**src/rtl/ctrl_pipeline_pkg.sv**
```systemverilog
`default_nettype none
// ============================================================================
// Module   : ctrl_pkg
// Purpose  : Control-bundle bit map, bubble value and forward-select codes.
// Revision : 1.0 - initial release
// ============================================================================
package ctrl_pkg;

    localparam int CTRL_ALUSRC   = 0;
    localparam int CTRL_ALUOP_LO = 1;
    localparam int CTRL_ALUOP_HI = 2;
    localparam int CTRL_REGDST   = 3;
    localparam int CTRL_MEMREAD  = 4;
    localparam int CTRL_MEMWRITE = 5;
    localparam int CTRL_REGWRITE = 6;
    localparam int CTRL_MEMTOREG = 7;

    localparam logic [7:0] BUBBLE = 8'h0E;

    localparam logic [1:0] FWD_RF  = 2'b00;
    localparam logic [1:0] FWD_MEM = 2'b10;
    localparam logic [1:0] FWD_WB  = 2'b01;

    typedef struct packed {
        logic memtoreg;
        logic regwrite;
        logic memwrite;
        logic memread;
    } mem_ctrl_t;

    typedef struct packed {
        logic memtoreg;
        logic regwrite;
    } wb_ctrl_t;

endpackage : ctrl_pkg
`default_nettype wire

```
**src/rtl/ctrl_pipeline_if.sv**
```systemverilog
`default_nettype none
// ============================================================================
// Module   : ctrl_pipeline_if
// Purpose  : ID-stage control bundle in, per-stage control fields out.
// Revision : 1.0 - initial release
// ============================================================================
interface ctrl_pipeline_if #(
    parameter int CTRL_W = 8,
    parameter int REG_AW = 5
) ();
    logic [CTRL_W-1:0] ctrl_i;
    logic [REG_AW-1:0] rs_i;
    logic [REG_AW-1:0] rt_i;
    logic [REG_AW-1:0] rd_i;
    logic              flush_i;

    logic              alusrc_ex_o;
    logic [1:0]        aluop_ex_o;
    logic [REG_AW-1:0] wreg_ex_o;
    logic [1:0]        fwd_a_o;
    logic [1:0]        fwd_b_o;
    logic              memread_mem_o;
    logic              memwrite_mem_o;
    logic              regwrite_mem_o;
    logic [REG_AW-1:0] wreg_mem_o;
    logic              regwrite_wb_o;
    logic              memtoreg_wb_o;
    logic [REG_AW-1:0] wreg_wb_o;
    logic              stall_o;

    modport master (
        output ctrl_i, rs_i, rt_i, rd_i, flush_i,
        input  alusrc_ex_o, aluop_ex_o, wreg_ex_o, fwd_a_o, fwd_b_o,
               memread_mem_o, memwrite_mem_o, regwrite_mem_o, wreg_mem_o,
               regwrite_wb_o, memtoreg_wb_o, wreg_wb_o, stall_o
    );

    modport slave (
        input  ctrl_i, rs_i, rt_i, rd_i, flush_i,
        output alusrc_ex_o, aluop_ex_o, wreg_ex_o, fwd_a_o, fwd_b_o,
               memread_mem_o, memwrite_mem_o, regwrite_mem_o, wreg_mem_o,
               regwrite_wb_o, memtoreg_wb_o, wreg_wb_o, stall_o
    );
endinterface : ctrl_pipeline_if
`default_nettype wire

```
**src/rtl/ctrl_pipeline_fwd_unit.sv**
```systemverilog
`default_nettype none
// ============================================================================
// Module   : fwd_unit
// Purpose  : Operand forward select for one EX source register.
// Revision : 1.0 - initial release
// ============================================================================
module fwd_unit
    import ctrl_pkg::*;
#(
    parameter int REG_AW = 5
) (
    input  wire logic [REG_AW-1:0] src_i,
    input  wire logic              mem_regwrite_i,
    input  wire logic [REG_AW-1:0] mem_dst_i,
    input  wire logic              wb_regwrite_i,
    input  wire logic [REG_AW-1:0] wb_dst_i,
    output logic      [1:0]        sel_o
);

    // The younger producer in EX/MEM wins over MEM/WB; $0 never forwards.
    always_comb begin
        sel_o = FWD_RF;
        if (mem_regwrite_i && (mem_dst_i != '0) && (mem_dst_i == src_i)) begin
            sel_o = FWD_MEM;
        end else if (wb_regwrite_i && (wb_dst_i != '0) && (wb_dst_i == src_i)) begin
            sel_o = FWD_WB;
        end
    end

endmodule : fwd_unit
`default_nettype wire

```
**src/rtl/ctrl_pipeline.sv**
```systemverilog
`default_nettype none
// ============================================================================
// Module   : ctrl_pipeline
// Purpose  : ID/EX, EX/MEM, MEM/WB control registers, load-use stall, forwarding.
// Revision : 1.0 - initial release
// ============================================================================
module ctrl_pipeline
    import ctrl_pkg::*;
#(
    parameter int CTRL_W = 8,
    parameter int REG_AW = 5
) (
    input  wire logic        clk_i,
    input  wire logic        rst_n_i,
    ctrl_pipeline_if.slave   bus
);

    logic [CTRL_W-1:0] ctrl_ex_d, ctrl_ex_q;
    logic [REG_AW-1:0] rs_ex_d,   rs_ex_q;
    logic [REG_AW-1:0] rt_ex_d,   rt_ex_q;
    logic [REG_AW-1:0] dst_ex_d,  dst_ex_q;
    mem_ctrl_t         ctrl_mem_d, ctrl_mem_q;
    logic [REG_AW-1:0] dst_mem_d, dst_mem_q;
    wb_ctrl_t          ctrl_wb_d, ctrl_wb_q;
    logic [REG_AW-1:0] dst_wb_d,  dst_wb_q;

    logic       hazard;
    logic       stall;
    logic       bubble;
    logic [1:0] fwd_a;
    logic [1:0] fwd_b;

    // RegDst is resolved at capture; the EX copy is retained but not consumed.
    logic unused_regdst_ex;
    assign unused_regdst_ex = ctrl_ex_q[CTRL_REGDST];

    always_comb begin
        hazard = ctrl_ex_q[CTRL_MEMREAD] && (rt_ex_q != '0) &&
                 ((rt_ex_q == bus.rs_i) || (rt_ex_q == bus.rt_i));
        stall  = hazard && !bus.flush_i;
        bubble = stall || bus.flush_i;

        ctrl_ex_d = bus.ctrl_i;
        rs_ex_d   = bus.rs_i;
        rt_ex_d   = bus.rt_i;
        dst_ex_d  = bus.ctrl_i[CTRL_REGDST] ? bus.rd_i : bus.rt_i;
        if (bubble) begin
            ctrl_ex_d = BUBBLE;
            rs_ex_d   = '0;
            rt_ex_d   = '0;
            dst_ex_d  = '0;
        end

        ctrl_mem_d.memtoreg = ctrl_ex_q[CTRL_MEMTOREG];
        ctrl_mem_d.regwrite = ctrl_ex_q[CTRL_REGWRITE];
        ctrl_mem_d.memwrite = ctrl_ex_q[CTRL_MEMWRITE];
        ctrl_mem_d.memread  = ctrl_ex_q[CTRL_MEMREAD];
        dst_mem_d           = dst_ex_q;

        ctrl_wb_d.memtoreg  = ctrl_mem_q.memtoreg;
        ctrl_wb_d.regwrite  = ctrl_mem_q.regwrite;
        dst_wb_d            = dst_mem_q;
    end

    always_ff @(posedge clk_i or negedge rst_n_i) begin
        if (!rst_n_i) begin
            ctrl_ex_q  <= '0;
            rs_ex_q    <= '0;
            rt_ex_q    <= '0;
            dst_ex_q   <= '0;
            ctrl_mem_q <= '0;
            dst_mem_q  <= '0;
            ctrl_wb_q  <= '0;
            dst_wb_q   <= '0;
        end else begin
            ctrl_ex_q  <= ctrl_ex_d;
            rs_ex_q    <= rs_ex_d;
            rt_ex_q    <= rt_ex_d;
            dst_ex_q   <= dst_ex_d;
            ctrl_mem_q <= ctrl_mem_d;
            dst_mem_q  <= dst_mem_d;
            ctrl_wb_q  <= ctrl_wb_d;
            dst_wb_q   <= dst_wb_d;
        end
    end

    fwd_unit #(.REG_AW(REG_AW)) u_fwd_a (
        .src_i          (rs_ex_q),
        .mem_regwrite_i (ctrl_mem_q.regwrite),
        .mem_dst_i      (dst_mem_q),
        .wb_regwrite_i  (ctrl_wb_q.regwrite),
        .wb_dst_i       (dst_wb_q),
        .sel_o          (fwd_a)
    );

    fwd_unit #(.REG_AW(REG_AW)) u_fwd_b (
        .src_i          (rt_ex_q),
        .mem_regwrite_i (ctrl_mem_q.regwrite),
        .mem_dst_i      (dst_mem_q),
        .wb_regwrite_i  (ctrl_wb_q.regwrite),
        .wb_dst_i       (dst_wb_q),
        .sel_o          (fwd_b)
    );

    assign bus.alusrc_ex_o    = ctrl_ex_q[CTRL_ALUSRC];
    assign bus.aluop_ex_o     = ctrl_ex_q[CTRL_ALUOP_HI:CTRL_ALUOP_LO];
    assign bus.wreg_ex_o      = dst_ex_q;
    assign bus.fwd_a_o        = fwd_a;
    assign bus.fwd_b_o        = fwd_b;
    assign bus.memread_mem_o  = ctrl_mem_q.memread;
    assign bus.memwrite_mem_o = ctrl_mem_q.memwrite;
    assign bus.regwrite_mem_o = ctrl_mem_q.regwrite;
    assign bus.wreg_mem_o     = dst_mem_q;
    assign bus.regwrite_wb_o  = ctrl_wb_q.regwrite;
    assign bus.memtoreg_wb_o  = ctrl_wb_q.memtoreg;
    assign bus.wreg_wb_o      = dst_wb_q;
    assign bus.stall_o        = stall;

endmodule : ctrl_pipeline
`default_nettype wire

```
**src/flat_wrapper.sv**
```systemverilog
// flat-port wrapper written by rule: the top's interface ports become plain ports
module ctrl_pipeline_flat import ctrl_pkg::*;
#(
    parameter int CTRL_W = 8,
    parameter int REG_AW = 5
)
  (clk_i, rst_n_i, bus_ctrl_i, bus_rs_i, bus_rt_i, bus_rd_i, bus_flush_i, bus_alusrc_ex_o, bus_aluop_ex_o, bus_wreg_ex_o, bus_fwd_a_o, bus_fwd_b_o, bus_memread_mem_o, bus_memwrite_mem_o, bus_regwrite_mem_o, bus_wreg_mem_o, bus_regwrite_wb_o, bus_memtoreg_wb_o, bus_wreg_wb_o, bus_stall_o);
  ctrl_pipeline_if #(.CTRL_W(CTRL_W), .REG_AW(REG_AW)) bus_i ();
  input  wire logic clk_i;
  input  wire logic rst_n_i;
  input wire logic [$bits(bus_i.ctrl_i)-1:0] bus_ctrl_i;
  input wire logic [$bits(bus_i.rs_i)-1:0] bus_rs_i;
  input wire logic [$bits(bus_i.rt_i)-1:0] bus_rt_i;
  input wire logic [$bits(bus_i.rd_i)-1:0] bus_rd_i;
  input wire logic [$bits(bus_i.flush_i)-1:0] bus_flush_i;
  output wire logic [$bits(bus_i.alusrc_ex_o)-1:0] bus_alusrc_ex_o;
  output wire logic [$bits(bus_i.aluop_ex_o)-1:0] bus_aluop_ex_o;
  output wire logic [$bits(bus_i.wreg_ex_o)-1:0] bus_wreg_ex_o;
  output wire logic [$bits(bus_i.fwd_a_o)-1:0] bus_fwd_a_o;
  output wire logic [$bits(bus_i.fwd_b_o)-1:0] bus_fwd_b_o;
  output wire logic [$bits(bus_i.memread_mem_o)-1:0] bus_memread_mem_o;
  output wire logic [$bits(bus_i.memwrite_mem_o)-1:0] bus_memwrite_mem_o;
  output wire logic [$bits(bus_i.regwrite_mem_o)-1:0] bus_regwrite_mem_o;
  output wire logic [$bits(bus_i.wreg_mem_o)-1:0] bus_wreg_mem_o;
  output wire logic [$bits(bus_i.regwrite_wb_o)-1:0] bus_regwrite_wb_o;
  output wire logic [$bits(bus_i.memtoreg_wb_o)-1:0] bus_memtoreg_wb_o;
  output wire logic [$bits(bus_i.wreg_wb_o)-1:0] bus_wreg_wb_o;
  output wire logic [$bits(bus_i.stall_o)-1:0] bus_stall_o;
  assign bus_i.ctrl_i = bus_ctrl_i;
  assign bus_i.rs_i = bus_rs_i;
  assign bus_i.rt_i = bus_rt_i;
  assign bus_i.rd_i = bus_rd_i;
  assign bus_i.flush_i = bus_flush_i;
  assign bus_alusrc_ex_o = bus_i.alusrc_ex_o;
  assign bus_aluop_ex_o = bus_i.aluop_ex_o;
  assign bus_wreg_ex_o = bus_i.wreg_ex_o;
  assign bus_fwd_a_o = bus_i.fwd_a_o;
  assign bus_fwd_b_o = bus_i.fwd_b_o;
  assign bus_memread_mem_o = bus_i.memread_mem_o;
  assign bus_memwrite_mem_o = bus_i.memwrite_mem_o;
  assign bus_regwrite_mem_o = bus_i.regwrite_mem_o;
  assign bus_wreg_mem_o = bus_i.wreg_mem_o;
  assign bus_regwrite_wb_o = bus_i.regwrite_wb_o;
  assign bus_memtoreg_wb_o = bus_i.memtoreg_wb_o;
  assign bus_wreg_wb_o = bus_i.wreg_wb_o;
  assign bus_stall_o = bus_i.stall_o;
  ctrl_pipeline #(.CTRL_W(CTRL_W), .REG_AW(REG_AW)) u_core (.clk_i(clk_i), .rst_n_i(rst_n_i), .bus(bus_i));
endmodule
```
**config.mk**
```make
export PLATFORM = sky130hd
export DESIGN_NAME = ctrl_pipeline_flat
export DESIGN_NICKNAME = d
export VERILOG_FILES = /design/src/rtl/ctrl_pipeline_pkg.sv /design/src/rtl/ctrl_pipeline_if.sv /design/src/rtl/ctrl_pipeline_fwd_unit.sv /design/src/rtl/ctrl_pipeline.sv /design/src/flat_wrapper.sv
export SDC_FILE = /design/constraint.sdc
export NUM_CORES = 1
export LEC_CHECK = 0
export CAP_MARGIN = 20
export CORE_ASPECT_RATIO = 0.9
export CORE_UTILIZATION = 30
export DETAILED_ROUTE_END_ITERATION = 6
export MAX_ROUTING_LAYER = met4
export PLACE_DENSITY_LB_ADDON = 0.2
export SLEW_MARGIN = 20
export SYNTH_ARGS = -nofsm -noshare
export SYNTH_HDL_FRONTEND = slang
export SYNTH_HIERARCHICAL = 1
export SYNTH_SLANG_ARGS = --single-unit
```
**constraint.sdc**
```tcl
create_clock -name clk_i -period 1.45 [get_ports clk_i]
set_input_delay 0.145 -clock clk_i [delete_from_list [all_inputs] [get_ports clk_i]]
set_output_delay 0.145 -clock clk_i [all_outputs]
set_load 0.1 [all_outputs]
```
==> results.rst, run 1 <==
.. list-table::
   :header-rows: 1

   * - Metric
     - Value
   * - Status
     - finished with violations
   * - Violations in the final reports
     - setup timing
   * - Ratio of final minimum period to clock period
     - 135%
   * - DRT antenna net count
     - 0
   * - Register bit count reported by yosys
     - 38
   * - Setup crit end kind
     - primary output
   * - Number of cells produced by synthesis
     - ~150
   * - Reg clk slew, reported paths
     - 70 ps
   * - Initial antenna violation count
     - 0
   * - Maximum clock frequency
     - ~510 MHz
   * - Pre-CTS worst setup slack
     - -271 ps
   * - Number of nets in the synthesized netlist
     - 173
   * - Post-Synth XOR/XNOR Area
     - between 10% and 20%
   * - Critical path fanouts, max
     - 4
   * - Adder and majority cell fraction of the synthesized area
     - 0%
   * - Share of layout cells above drive strength 1
     - between 50% and 60%
   * - Drt initial violations
     - 31
   * - Setup skew after layout
     - 2.36 ps
   * - Vias
     - roughly 1400
   * - Maximum number of pins on one net before global-route repair
     - 15
   * - Clock root cell
     - sky130_fd_sc_hd__clkbuf_8
   * - Final worst hold slack
     - around 280 ps
   * - Nets@finish
     - roughly 270
   * - Mux share of post-synthesis cell area
     - roughly 2.9%
   * - Syn Area/Cell
     - 11.8 um^2
   * - Post-Layout Inst Area
     - approximately 3300 um^2
   * - Hold Fails Final Rpt
     - 0
   * - Post-detailed-route wirelength per cell
     - ~15 um
   * - Cell Chain, Critical Path
     - buf_6 > buf_4 > xnor2_1 > nand2_1 > o22ai_2 > and3b_4 > buf_12
   * - Setup repair after global routing missed its margin
     - yes
   * - Placeable core area
     - approximately 5400 um^2
   * - Combined area of all synthesized cells
     - 1740 um^2
   * - DP Wirelength
     - approximately 3.5 mm
   * - Number of I/O pins
     - 54
   * - Maximum clock path buffer count
     - 2
   * - Worst slew margin relative to its limit
     - slightly below 80%
   * - Sort of element at the start of the critical path
     - flip-flop
   * - First-pass detailed-route iteration total
     - 4
   * - Type of the worst setup path
     - reg2out
   * - Number of buffers inserted during clock tree synthesis
     - 5
   * - Post-Synth Simple-Gate Area
     - around 13%
   * - Clock insertion delay at the later pin of the skew report
     - about 290 ps
   * - Worst Max-Slew Pin Slew
     - approximately 330 ps
   * - Congestion Overflow GR
     - 0
   * - CTS tree
     - yes
   * - Number of distinct standard cells referenced by the synthesized netlist
     - 24
   * - Seq/Total Area, Yosys
     - 54.7%
   * - Combinational family with the most area after synthesis
     - compound AO/OA/AOI/OAI gates
   * - Post-placement cell area
     - 2930 um^2
   * - Via count of the first global-routing pass
     - ~1500
   * - Placer's final routability congestion estimate
     - ~0.82
   * - First-pass GRT wire length
     - 7.78 mm
   * - Slowest stage delay, CP
     - ~400 ps
   * - Maximum ir drop on the vdd rail
     - between 0.0006 and 0.0007 V
   * - Required time of the critical path
     - between 1000 and 1500 ps
   * - Detailed-route DRC error count
     - 0
   * - Total Die Area
     - 6110 um^2
   * - Cell with the largest stage delay on the worst path
     - sky130_fd_sc_hd__dfrtp_1
   * - Die H
     - ~74 um
   * - Number of port buffers
     - 53
   * - Standby leakage power
     - 1.40 nW
   * - Area added between synthesis and finish
     - 91.5%
   * - Initial standard-cell utilization of the core
     - 32.1%
   * - Row count
     - 25
   * - Die X-Extent
     - 82.3 um
   * - Count of max-cap constraint violations
     - 0
   * - Utilization after layout
     - 61.5%
   * - Antenna Diode Count
     - 0
   * - Pwr/cell area
     - approximately 950 nW/um^2
   * - Combined global-route utilization of all metal layers
     - around 18%
   * - Final worst path period need
     - just under 2000 ps
   * - Number of sinks driven by the clock tree
     - 38
   * - Register-to-register setup slack
     - -470 ps
   * - Worst-case setup margin in the final layout
     - -511 ps
   * - Warning count from the yosys run
     - 6
   * - Number of levels in the clock H-tree
     - 2
   * - Share of the synthesized area in compound gates (AO/OA/AOI/OAI)
     - a little over an eighth
   * - Drt total wl
     - between 4 and 5 mm
   * - Drt via density
     - around 4.7
   * - Pins over their slew limit
     - 0
   * - Path category of the worst min-delay check
     - in2async
   * - WP data arrival
     - between 1500 and 2000 ps
   * - Final count of negative-setup-slack endpoints
     - 27
-- power by group --
part           switching (mW)  internal, mW  total (mW)
Sequential             0.0890          1.13        1.22
Combinational           0.585         0.475        1.06
Clock                   0.376         0.506       0.883
-- cell usage after synthesis --
master | count | area share [%]
sky130_fd_sc_hd__xnor2_1 | 20 | 10
sky130_fd_sc_hd__nor4_1 | 2 | 0.72
sky130_fd_sc_hd__a211oi_2 | 7 | 5.0
sky130_fd_sc_hd__buf_4 | 2 | 0.86
sky130_fd_sc_hd__nor3_1 | 4 | 1.2
sky130_fd_sc_hd__nor3_2 | 2 | 1.2
sky130_fd_sc_hd__buf_2 | 2 | 0.58
sky130_fd_sc_hd__o22ai_1 | 1 | 0.36
sky130_fd_sc_hd__mux2i_1 | 5 | 2.9
sky130_fd_sc_hd__buf_1 | 1 | 0.22
sky130_fd_sc_hd__nand2b_1 | 15 | 5.4
sky130_fd_sc_hd__dfrtp_1 | 38 | 55
sky130_fd_sc_hd__xor2_1 | 6 | 3.0
sky130_fd_sc_hd__buf_6 | 1 | 0.65
sky130_fd_sc_hd__or4_1 | 1 | 0.43
sky130_fd_sc_hd__nand2_1 | 6 | 1.3
sky130_fd_sc_hd__o41ai_2 | 2 | 1.9
sky130_fd_sc_hd__nor2_1 | 2 | 0.43
sky130_fd_sc_hd__a21oi_1 | 17 | 4.9
sky130_fd_sc_hd__nand3_1 | 6 | 1.7
sky130_fd_sc_hd__clkbuf_1 | 3 | 0.65
sky130_fd_sc_hd__a211o_1 | 2 | 1.0
sky130_fd_sc_hd__o21a_1 | 1 | 0.43
sky130_fd_sc_hd__and3b_1 | 1 | 0.50
-- critical path: cells and delay by family (launching register included) --
kind | cells | cell delay, ps
compound gates | 1 | 210
xor+xnor | 1 | 150
buf+inv | 3 | 450
flops | 1 | 400
simple gates | 2 | 320
-- timing repair --
action                                  4_1_cts  5_1_grt
setup buffers                                 9        1
gates resized for setup                      13       19
hold buffers                                  1        0
pin swaps                                    11        9
gates cloned                                  2        0
hold endpoints to repair                     12        0
endpoints found under the setup margin       27       29
-- per-layer routing --
metal	share of wire, %	GRT usage, %
met1	41	21.6
met2	53	30.7
met3	5.4	4.05
met4	0.81	5.07
met5	0	-
-- logic make-up after synthesis --
group,after synthesis
AO/OA/AOI/OAI,30
XOR/XNOR,26
buffers and inverters,9
flip-flops,38
multiplexers,5
AND/OR/NAND/NOR,39
-- layout make-up --
| cell class | count | area (um^2) |
|---|---|---|
| clock buffer | 5 | 68.8 |
| clock inverter | 3 | 40.0 |
| fill | 431 | 2080 |
| multi-input combinational | 100 | 943 |
| sequential | 38 | 975 |
| tap | 67 | 83.8 |
| timing repair buffer | 97 | 1220 |
-- flip-flops by register name, indices dropped and copies added (netlist names) --
register                   flops
u_core/bus.wreg_ex_o           5
u_core/bus.memread_mem_o       1
u_core/bus.wreg_wb_o           5
u_core/bus.memwrite_mem_o      1
u_core/bus.memtoreg_wb_o       1
u_core/bus.regwrite_mem_o      1
u_core/rt_ex_q                 5
u_core/ctrl_ex_q               7
u_core/rs_ex_q                 5
u_core/bus.regwrite_wb_o       1
u_core/bus.wreg_mem_o          5
u_core/ctrl_mem_q              1
-- per-stage QoR --
step                      std cells  power, mW  TNS [ps]
after floorplan                 147       1.76     -4900
after global placement          290       2.17     -3590
after detailed placement        290       2.18     -4490
after CTS                       310       3.14    -10020
after global routing            310       3.28    -12850
final                           310       3.16    -11190
-- path summary, 6_finish.rpt --
kind                                           startpoint                                  to  cells after the start
setup / recovery              u_core/rt_ex_q[1]$_DFF_PN0_                         bus_stall_o                      7
min in group clk_i         u_core/ctrl_mem_q[3]$_DFF_PN0_  u_core/bus.memtoreg_wb_o$_DFF_PN0_                      0
hold / removal                                    rst_n_i       u_core/ctrl_ex_q[2]$_DFF_PN0_                      2
setup reg to reg              u_core/rt_ex_q[4]$_DFF_PN0_   u_core/bus.wreg_ex_o[3]$_DFF_PN0_                      7
max in group asynchronous                         rst_n_i  u_core/bus.wreg_mem_o[1]$_DFF_PN0_                      3
hold reg to reg            u_core/ctrl_mem_q[3]$_DFF_PN0_  u_core/bus.memtoreg_wb_o$_DFF_PN0_                      0
-- placed cells by master, fill, tap and decap left out, types with 2 or more instances in the layout --
master | synthesis | layout
sky130_fd_sc_hd__buf_4 | 2 | 32
sky130_fd_sc_hd__buf_12 | 0 | 28
sky130_fd_sc_hd__dfrtp_1 | 38 | 27
sky130_fd_sc_hd__clkdlybuf4s50_1 | 0 | 24
sky130_fd_sc_hd__nand2b_1 | 15 | 15
sky130_fd_sc_hd__a21oi_2 | 0 | 15
sky130_fd_sc_hd__xnor2_1 | 20 | 14
sky130_fd_sc_hd__buf_6 | 1 | 7
sky130_fd_sc_hd__dfrtp_2 | 0 | 7
sky130_fd_sc_hd__xnor2_2 | 0 | 6
sky130_fd_sc_hd__clkbuf_8 | 0 | 5
sky130_fd_sc_hd__nand2_1 | 6 | 5
sky130_fd_sc_hd__mux2i_1 | 5 | 5
sky130_fd_sc_hd__xor2_1 | 6 | 5
sky130_fd_sc_hd__a211oi_2 | 7 | 4
sky130_fd_sc_hd__dfrtp_4 | 0 | 4
sky130_fd_sc_hd__nand3_1 | 6 | 3
sky130_fd_sc_hd__a211oi_4 | 0 | 3
sky130_fd_sc_hd__nand3_2 | 0 | 3
sky130_fd_sc_hd__nor3_1 | 4 | 3
sky130_fd_sc_hd__clkinv_2 | 0 | 2
sky130_fd_sc_hd__buf_16 | 0 | 2
sky130_fd_sc_hd__a211o_1 | 2 | 2
sky130_fd_sc_hd__buf_8 | 0 | 2
sky130_fd_sc_hd__o41ai_4 | 0 | 2
sky130_fd_sc_hd__nor4_1 | 2 | 2
sky130_fd_sc_hd__a21oi_1 | 17 | 2
sky130_fd_sc_hd__nor3_4 | 0 | 2
Note: power is estimated with default switching activity, not from simulation.
==> inputs of run 2 (changes only) <==
--- a/config.mk
+++ b/config.mk
@@ -6,7 +6,7 @@
 export NUM_CORES = 1
 export LEC_CHECK = 0
 export CAP_MARGIN = 20
-export CORE_ASPECT_RATIO = 0.9
+export CORE_ASPECT_RATIO = 0.6
 export CORE_UTILIZATION = 30
 export DETAILED_ROUTE_END_ITERATION = 6
 export MAX_ROUTING_LAYER = met4
==> constraint.sdc (replaced) <==
create_clock -name clk_i -period 2.4 [get_ports clk_i]
set_input_delay 0.24 -clock clk_i [delete_from_list [all_inputs] [get_ports clk_i]]
set_output_delay 0.24 -clock clk_i [all_outputs]
set_load 0.1 [all_outputs]
==> run 2 against run 1 <==
  * Global-route usage down 1.5 points
  * First-iteration DRC count increased by 61%
  * The run now ends clean
  * Worst hold slack worse by 220 ps
  * Clock power down 49%
  * Routed wire length is 4.8% lower
  * Worst setup slack improved by 670 ps
  * Via count is 7.5% lower
  * Register-to-register slack improved by 950 ps
  * Critical path depth down 3
  * Combinational power down 57%
==> results.rst, run 2 (synthesis results as in run 1) <==
.. list-table::
   :header-rows: 1

   * - Metric
     - Value
   * - Register-to-register setup slack
     - ~480 ps
   * - Share of layout cells above drive strength 1
     - between 30% and 40%
   * - Die X-Extent
     - approximately 100 um
   * - Clock root cell
     - sky130_fd_sc_hd__clkbuf_8
   * - Area added between synthesis and finish
     - 42.8%
   * - Final count of negative-setup-slack endpoints
     - 0
   * - Congestion Overflow GR
     - 0
   * - Number of post-CTS setup repair buffers
     - 0
   * - Initial antenna violation count
     - 0
   * - Pwr/cell area
     - around 660 nW/um^2
   * - Required time of the critical path
     - 2160 ps
   * - Setup skew after layout
     - 3.88 ps
   * - Via count of the first global-routing pass
     - 1322
   * - Clock insertion delay at the later pin of the skew report
     - 290 ps
   * - Launch instance of the worst register-to-register path
     - u_core/rt_ex_q[4]$_DFF_PN0_
   * - Vias
     - 1335
   * - Worst Max-Slew Pin Slew
     - around 850 ps
   * - Placer's final routability congestion estimate
     - ~0.87
   * - Number of sinks driven by the clock tree
     - 38
   * - Maximum number of pins on one net before global-route repair
     - 39
   * - Pins over their slew limit
     - 0
   * - Filler Cell Count
     - 537
   * - Type of the worst setup path
     - reg2out
   * - Status
     - completed
   * - Setup crit end kind
     - primary output
   * - DRT antenna net count
     - 0
   * - Drt total wl
     - around 4.5 mm
   * - Placeable core area
     - between 5000 and 6000 um^2
   * - Sort of element at the start of the critical path
     - flip-flop
   * - Die H
     - approximately 60 um
   * - Antenna Diode Count
     - 0
   * - Number of flip-flops in the largest register
     - 7
   * - Critical path fanouts, max
     - 10
   * - Setup repair after global routing missed its margin
     - no
   * - Worst slew margin relative to its limit
     - 43.2%
   * - Number of I/O pins
     - 54
   * - Count of cells along the worst register-to-register path
     - 4
   * - Ratio of final minimum period to clock period
     - just over 90%
   * - Leading cell type in the layout, fill and taps excluded
     - sky130_fd_sc_hd__dfrtp_1
   * - Row count
     - 21
   * - Number of buffers inserted during clock tree synthesis
     - 5
   * - Total Die Area
     - 6120 um^2
   * - Hold Fails Final Rpt
     - 0
   * - Initial standard-cell utilization of the core
     - 31.2%
   * - Path category of the worst min-delay check
     - in2async
   * - Top library cells by usage in the layout, fill and taps aside
     - 29 x sky130_fd_sc_hd__dfrtp_1, 27 x sky130_fd_sc_hd__buf_4, 24 x sky130_fd_sc_hd__clkdlybuf4s50_1
   * - Standby leakage power
     - ~1.0 nW
   * - Detailed-route DRC error count
     - 0
   * - Drt initial violations
     - 50
   * - CTS tree
     - yes
   * - Maximum ir drop on the vdd rail
     - ~0.00022 V
   * - Post-detailed-route wirelength per cell
     - about 16 um
   * - Drt via density
     - 4.72
   * - First-pass detailed-route iteration total
     - 4
   * - Reg clk slew, reported paths
     - 70 ps
   * - DP Wirelength
     - 3.25 mm
   * - Worst r2r dst
     - u_core/ctrl_ex_q[2]$_DFF_PN0_
   * - Most flops, register
     - u_core/ctrl_ex_q
   * - CTS-repair resized insts
     - 0
   * - Number of hold-repair buffers added at the cts stage
     - 0
   * - Number of port buffers
     - 53
   * - Maximum clock path buffer count
     - 2
   * - Number of levels in the clock H-tree
     - 2
   * - Maximum clock frequency
     - approximately 450 MHz
   * - Final worst path period need
     - roughly 2200 ps
   * - Final worst hold slack
     - around 57 ps
   * - Nets@finish
     - 228
   * - Count of max-cap constraint violations
     - 0
   * - WP data arrival
     - approximately 2000 ps
   * - Overall power after layout
     - between 1.5 and 2 mW
   * - Combined global-route utilization of all metal layers
     - 16.6%
   * - First-pass GRT wire length
     - 7.07 mm
==> run 2: changes by cell type in the layout (fill, tap and decap cells not counted), sizes merged <==
cell         delta
clkbuf          +2
buf            -39
dlygate4sd3     -1
bufinv          -1
clkinv          -1
==> run 2: critical path, cell delays in order (launching register included) <==
cell                      delay [ps]
sky130_fd_sc_hd__dfrtp_1         480
sky130_fd_sc_hd__or4_1           550
sky130_fd_sc_hd__o21a_2          290
sky130_fd_sc_hd__and3b_1         220
sky130_fd_sc_hd__buf_12          170
==> run 2: final cells by class <==
type | count | area [um^2] | area share (%)
flip-flops and latches | 38 | 972 | 39.1
multi-input cells | 100 | 772 | 31.1
clock buffers | 7 | 86.3 | 3.48
repair buffers | 57 | 548 | 22.1
clock inverters | 1 | 5.00 | 0.202
well taps | 80 | 100 | 4.03
==> run 2: routing by layer <==
layer | part of all wire [%] | wire, um | global-route usage [%] | up-vias
met3 | 5.8 | 260 | 4.49 | 2
met4 | 0.42 | 19 | 7.66 | 0
li1 | - | - | - | 609
met2 | 43 | 1930 | 23.1 | 42
met1 | 51 | 2260 | 22.4 | 682
met5 | 0 | 0 | - | -
==> run 2: through the flow <==
step           util (%)  setup TNS [ps]  worst slack, ps  cell area (um^2)  cells
3_5_place_dp       42.9               0              413              2390    275
6_report           44.6               0              157              2480    283
2_1_floorplan         -            -105            -52.5              1790    147
5_1_grt            44.6               0             66.7              2480    283
4_1_cts            44.6               0             79.6              2480    283
3_3_place_gp       42.9               0              474              2390    275
==> run 2: power by group <==
| part | switching [mW] | total [mW] | internal, mW |
|---|---|---|---|
| Combinational | 0.308 | 0.451 | 0.143 |
| Sequential | 0.0482 | 0.730 | 0.682 |
| Clock | 0.223 | 0.454 | 0.232 |
==> run 2: how the worst max path moves through the flow <==
stage	from	slack [ps]	endpoint
after global routing	u_core/rt_ex_q[4]$_DFF_PN0_	70	bus_stall_o
after detailed placement	u_core/rt_ex_q[4]$_DFF_PN0_	410	bus_stall_o
final	u_core/rt_ex_q[4]$_DFF_PN0_	160	bus_stall_o
after floorplan	u_core/bus.wreg_mem_o[3]$_DFF_PN0_	-50	bus_fwd_a_o[0]
after CTS	u_core/rt_ex_q[4]$_DFF_PN0_	80	bus_stall_o
after global placement	u_core/rt_ex_q[4]$_DFF_PN0_	470	bus_stall_o
